File: src/rtl/id_ex_hazard_reg.sv
// ID/EX pipeline register with load-use bubble insertion, branch-flush squash and EX back-pressure.
// Optional inserted-bubble statistics counter enabled by defining BUBBLE_STATS_EN.
module id_ex_hazard_reg #(
   parameter int DATA_W       = 32,
   parameter int REG_AW       = 5,
   parameter int FLUSH_CYCLES = 2
) (
   input  logic              clk,
   input  logic              rst_n,
   input  logic              id_valid,
   input  logic [5:0]        id_opcode,
   input  logic [2:0]        id_alu_control,
   input  logic              id_regwrite,
   input  logic              id_brnch,
   input  logic              id_imm,
   input  logic              id_lw,
   input  logic              id_sw,
   input  logic [REG_AW-1:0] id_rs,
   input  logic [REG_AW-1:0] id_rt,
   input  logic [REG_AW-1:0] id_rd,
   input  logic [DATA_W-1:0] id_rs_data,
   input  logic [DATA_W-1:0] id_rt_data,
   input  logic [15:0]       id_imm16,
   input  logic              flush,
   input  logic              ex_ready,
   output logic              ex_valid,
   output logic [5:0]        ex_opcode,
   output logic [2:0]        ex_alu_control,
   output logic              ex_regwrite,
   output logic              ex_brnch,
   output logic              ex_imm,
   output logic              ex_lw,
   output logic              ex_sw,
   output logic [REG_AW-1:0] ex_rs,
   output logic [REG_AW-1:0] ex_rt,
   output logic [REG_AW-1:0] ex_dst,
   output logic [DATA_W-1:0] ex_rs_data,
   output logic [DATA_W-1:0] ex_rt_data,
   output logic [DATA_W-1:0] ex_imm_ext,
   output logic              stall_id,
   output logic [15:0]       bubble_cnt
);

   typedef enum logic [1:0] {
      ST_RUN,
      ST_FLUSH,
      ST_BUBBLE
   } state_t;

   state_t      state_q, state_d;
   logic [3:0]  flush_cnt_q, flush_cnt_d;

   logic [REG_AW-1:0] id_dst;
   logic              id_uses_rt;
   logic [DATA_W-1:0] id_imm_ext;
   logic              hz;
   logic              load_en;
   logic              load_bubble;
   logic              kill_ctl;

   assign id_dst     = (id_imm | id_lw) ? id_rt : id_rd;
   assign id_uses_rt = ~(id_imm | id_lw);
   assign id_imm_ext = {{(DATA_W-16){id_imm16[15]}}, id_imm16};

   // A bubble in EX never has ex_lw set, so hz cannot fire twice for one load.
   assign hz = (state_q == ST_RUN) && id_valid && ex_valid && ex_lw &&
               (ex_dst != '0) &&
               ((ex_dst == id_rs) || (id_uses_rt && (ex_dst == id_rt)));

   assign stall_id = rst_n & ~flush & (~ex_ready | hz);

   always_comb begin
      state_d     = state_q;
      flush_cnt_d = flush_cnt_q;
      load_en     = 1'b0;
      load_bubble = 1'b0;
      if (flush) begin
         load_en     = 1'b1;
         load_bubble = 1'b1;
         if (FLUSH_CYCLES > 1) begin
            state_d     = ST_FLUSH;
            flush_cnt_d = 4'(FLUSH_CYCLES - 2);
         end else begin
            state_d = ST_RUN;
         end
      end else if (!ex_ready) begin
         state_d = state_q;
      end else if (state_q == ST_FLUSH) begin
         load_en     = 1'b1;
         load_bubble = 1'b1;
         if (flush_cnt_q == '0) begin
            state_d = ST_RUN;
         end else begin
            flush_cnt_d = flush_cnt_q - 4'd1;
         end
      end else if (hz) begin
         load_en     = 1'b1;
         load_bubble = 1'b1;
         state_d     = ST_BUBBLE;
      end else begin
         load_en = 1'b1;
         state_d = ST_RUN;
      end
   end

   always_ff @(posedge clk or negedge rst_n) begin
      if (!rst_n) begin
         state_q     <= ST_RUN;
         flush_cnt_q <= '0;
      end else begin
         state_q     <= state_d;
         flush_cnt_q <= flush_cnt_d;
      end
   end

   // Control bits are forced to 0 for bubbles and for invalid captures.
   assign kill_ctl = load_bubble | ~id_valid;

   always_ff @(posedge clk or negedge rst_n) begin
      if (!rst_n) begin
         ex_valid       <= 1'b0;
         ex_opcode      <= '0;
         ex_alu_control <= '0;
         ex_regwrite    <= 1'b0;
         ex_brnch       <= 1'b0;
         ex_imm         <= 1'b0;
         ex_lw          <= 1'b0;
         ex_sw          <= 1'b0;
         ex_rs          <= '0;
         ex_rt          <= '0;
         ex_dst         <= '0;
         ex_rs_data     <= '0;
         ex_rt_data     <= '0;
         ex_imm_ext     <= '0;
      end else if (load_en) begin
         ex_valid       <= id_valid & ~load_bubble;
         ex_opcode      <= load_bubble ? '0 : id_opcode;
         ex_alu_control <= kill_ctl ? '0 : id_alu_control;
         ex_regwrite    <= ~kill_ctl & id_regwrite;
         ex_brnch       <= ~kill_ctl & id_brnch;
         ex_imm         <= ~kill_ctl & id_imm;
         ex_lw          <= ~kill_ctl & id_lw;
         ex_sw          <= ~kill_ctl & id_sw;
         ex_rs          <= load_bubble ? '0 : id_rs;
         ex_rt          <= load_bubble ? '0 : id_rt;
         ex_dst         <= load_bubble ? '0 : id_dst;
         ex_rs_data     <= load_bubble ? '0 : id_rs_data;
         ex_rt_data     <= load_bubble ? '0 : id_rt_data;
         ex_imm_ext     <= load_bubble ? '0 : id_imm_ext;
      end
   end

`ifdef BUBBLE_STATS_EN
   logic [15:0] bubble_cnt_q;
   logic        bubble_bump;

   // A hazard bubble always squashes a valid ID op; flush bubbles count only valid ones.
   assign bubble_bump = load_en & load_bubble & id_valid;

   always_ff @(posedge clk or negedge rst_n) begin
      if (!rst_n) begin
         bubble_cnt_q <= '0;
      end else if (bubble_bump && (bubble_cnt_q != 16'hFFFF)) begin
         bubble_cnt_q <= bubble_cnt_q + 16'd1;
      end
   end

   assign bubble_cnt = bubble_cnt_q;
`else
   assign bubble_cnt = '0;
`endif

endmodule

File: config.mk
export PLATFORM = sky130hd
export DESIGN_NAME = id_ex_hazard_reg
export DESIGN_NICKNAME = d
export VERILOG_FILES = /design/src/rtl/id_ex_hazard_reg.sv
export SDC_FILE = /design/constraint.sdc
export NUM_CORES = 1
export LEC_CHECK = 0
export CORE_MARGIN = 2
export CORE_UTILIZATION = 30
export DETAILED_ROUTE_END_ITERATION = 7
export DONT_BUFFER_PORTS = 1
export GPL_TIMING_DRIVEN = 0
export PLACE_DENSITY = 0.46
export SYNTH_ARGS = -nofsm -noshare
export SYNTH_HDL_FRONTEND = slang
export SYNTH_SLANG_ARGS = --single-unit
File: constraint.sdc
create_clock -name clk -period 2.05 [get_ports clk]
set_clock_uncertainty 0.05 [all_clocks]
set_input_delay 0.41 -clock clk [delete_from_list [all_inputs] [get_ports clk]]
set_output_delay 0.41 -clock clk [all_outputs]
set_load 0.02 [all_outputs]
==> summary.txt <==
STA
  • Setup violators final: 102
  • Final worst slack: -0.548 ns
  • Final min period: 2.60 ns
  • Slew margin rel.: 52.1%
  • Slew Limit Fails: 0
  • Final Cycle Share: 127%
  • RSZ-0062 raised after global routing: yes
  • Final Hold Viols: 116
  • Slew @ Worst Pin: 0.718 ns
  • F_max: 0.385 GHz
  • WHS: -0.367 ns

Cells and area
  • Non-filler cells, final: 935
  • Layout cell share with drive strength beyond 1: 21.6%
  • Fin util: 39.3%
  • Nets: 778
  • Synth-to-layout area growth: 27.4%
  • Number of fill cells: 1893
  • # diodes: 0
  • Area occupied by multi-input gates: 2590 µm²
  • FF+latch area: 2910 µm²

Die
  • Die height: 143 µm
  • Starting Density: 30.8%
  • Site Rows: 50
  • Core ar.: 18900 µm²
  • Die X: 143 µm
  • Num ports: 257
  • DIE AREA: 20500 µm²

Worst setup path
  • Critical path data required time: 1.59 ns
  • Crit path launch: ex_dst[3]
  • Crit Reg-Reg Startpoint: ex_dst[3]
  • Crit Path Category: reg -> out
  • Startpoint types: flip-flop
  • Crit. End Element: primary output
  • CP max FO: 6
  • CP arrival: 2.14 ns

Pwr
  • Switching part of the total: 27.8%
  • Power, Total: 6.18 mW
  • P_sw: 1.72 mW
  • Peak supply drop: 0.511 mV
  • PD cells: 834 nW/µm²
  • Clock share of power: 49.1%
  • Reg power frac: 43.4%
  • Comb power frac: 7.5%
  • LEAKAGE: 3.03 nW
  • Internal power: 4.47 mW

Synthesis
  • Synth cell types: 37
  • Post-synth ARST share: 100%
  • Yosys reg bits: 116
  • Commonest cells post-synth: dfrtp_1 (116), nand2_1 (107), o21ai_0 (100)
  • Post-synth top area cell: dfrtp_1
  • Top cells by area, synth: dfrtp_1 (50%), a32oi_1 (15%), o21ai_0 (8.6%)
  • Syn Area/Cell: 9.53 µm²
  • Ys Warns: 0
  • Sequential fraction of the synthesis area: 49.8%
  • Synth top area share: 49.8%
  • Cells after synthesis: 611
  • EDFF count, synth: 0
  • Count leader, synth: dfrtp_1
  • Mapped cell area: 5820 µm²
  • Synth Flop Type: dfrtp_1

GRT
  • Number of global-route vias before repair: 5223
  • Remaining global-route overflow: 0
  • GR Util All Layers: 19.3%
  • First-pass GRT wire length: 30200 µm
  • Largest net degree at the start of global routing: 119
  • Initial antenna violation count: 0

Placement
  • DP Cell Count: 886
  • Gpl congestion: 0.776
  • Final HPWL DP: 13900 µm
  • PortBufs: 0

Clock network
  • CTS tree: yes
  • CTS root buffer: clkbuf_16
  • Longest Clk Path Bufs: 2
  • H-tree levels: 4
  • Clock insertion delay at the later pin of the skew report: 0.42 ns
  • Clock Sink Count: 116
  • Num CTS Buffers: 17
  • Worst-path clk slew: 0.06 ns

Job
  • Total of max-cap violations: 0

Drt
  • Number of routed nets with antenna violations: 0
  • DR DRC count: 0
  • DRT iter0 DRCs: 305
  • Per-cell routed wire length: 21.5 µm
  • Vias per std cell: 5.56
  • Final wirelength: 20100 µm
  • TritonRoute pass-1 iters: 5
  • Vias: 5201

Outcome
  • Violated checks: negative hold slack, negative setup slack
  • Status: finished, violations left

Hold path
  • HP Class: in -> async
-- critical path, stage by stage, from the launching register on --
cell      delay, ns
dfrtp_2        0.50
or4_4          0.58
o211ai_4       0.22
buf_8          0.16
inv_8          0.03
a41o_4         0.23
-- per-layer routing --
metal / track usage (%) / vias up / wire, µm
met5: 0 / - / 0
met4: 6.91 / 0 / 394
met3: 7.26 / 23 / 2190
met1: 23.8 / 2567 / 8050
met2: 31.0 / 258 / 9440
li1: - / 2353 / -
-- state kept, by name, summed over array words and instances (netlist names) --
signal / cells
ex_dst: 5
ex_sw: 1
ex_lw: 1
ex_valid: 1
ex_alu_control: 3
ex_rt_data: 32
ex_opcode: 6
state_q: 2
ex_brnch: 1
flush_cnt_q: 4
ex_rs_data: 32
ex_rt: 5
ex_imm_ext: 16
ex_regwrite: 1
ex_imm: 1
ex_rs: 5
-- kinds of logic after synthesis --
| family | after synthesis | synth area share, % |
|---|---|---|
| flip-flops | 116 | 49.8 |
| AND/OR/NAND/NOR | 142 | 10.3 |
| other | 1 | 0.0644 |
| AO/OA/AOI/OAI | 236 | 28.3 |
| adder cells (fa/ha/maj) | 2 | 0.430 |
| buffers and inverters | 101 | 9.11 |
| XOR/XNOR | 13 | 1.95 |
-- layout make-up --
type,count,area share [%]
buffer,97,8.94
clock inverter,13,2.02
sequential,116,39.2
tap,260,4.39
clock buffer,19,6.11
timing repair buffer,17,4.10
inverter,4,0.304
multi-input combinational,409,34.9
-- final timing paths --
path | depth (start not counted) | slack [ns] | end
setup / recovery | 5 | -0.55 | stall_id
hold / removal | 0 | -0.37 | ex_rt_data[25]
setup reg to reg | 10 | -0.29 | ex_imm_ext[1]
hold reg to reg | 2 | 0.51 | flush_cnt_q[3]
max in group asynchronous | 0 | 2.17 | ex_imm_ext[2]
min in group clk | 2 | 0.06 | ex_rt_data[20]
-- per-stage QoR --
step / setup WS [ns] / TNS (ns) / area [µm²]
floorplan: -0.162 / -0.162 / 5900
detailed placement: -0.782 / -57.42 / 6230
global route: -0.607 / -19.97 / 7420
finish: -0.548 / -11.43 / 7420
CTS: -0.580 / -20.14 / 7290
global placement: -0.778 / -56.02 / 6230
-- power by group through the flow --
stage	Clock [mW]	Sequential [mW]	Combinational (mW)
5_1_grt	3.21	2.70	0.517
4_1_cts	3.10	2.68	0.452
3_5_place_dp	0	2.72	0.430
2_1_floorplan	0	2.68	0.348
3_3_place_gp	0	2.72	0.416
6_report	3.03	2.69	0.464
-- cell usage in the layout, fill, tap and decap left out, drive strengths merged, types with 10 or more instances in the layout --
| cell | synthesis | routed |
|---|---|---|
| dfrtp | 116 | 116 |
| nand2 | 107 | 107 |
| o21ai | 106 | 106 |
| a32oi | 97 | 97 |
| clkbuf | 48 | 72 |
| buf | 49 | 61 |
| conb | 1 | 16 |
| xnor2 | 13 | 13 |
| nand3 | 10 | 10 |
-- timing repair --
| item | CTS | global route |
|---|---|---|
| pin swaps | 12 | 18 |
| buffers inserted | 13 | 2 |
| endpoints found under the setup margin | 112 | 112 |
| endpoints found under the hold margin | 116 | 116 |
| gates cloned | 5 | 2 |
| gates resized for setup | 109 | 70 |
No activity file was read; power rests on OpenSTA's default activity.
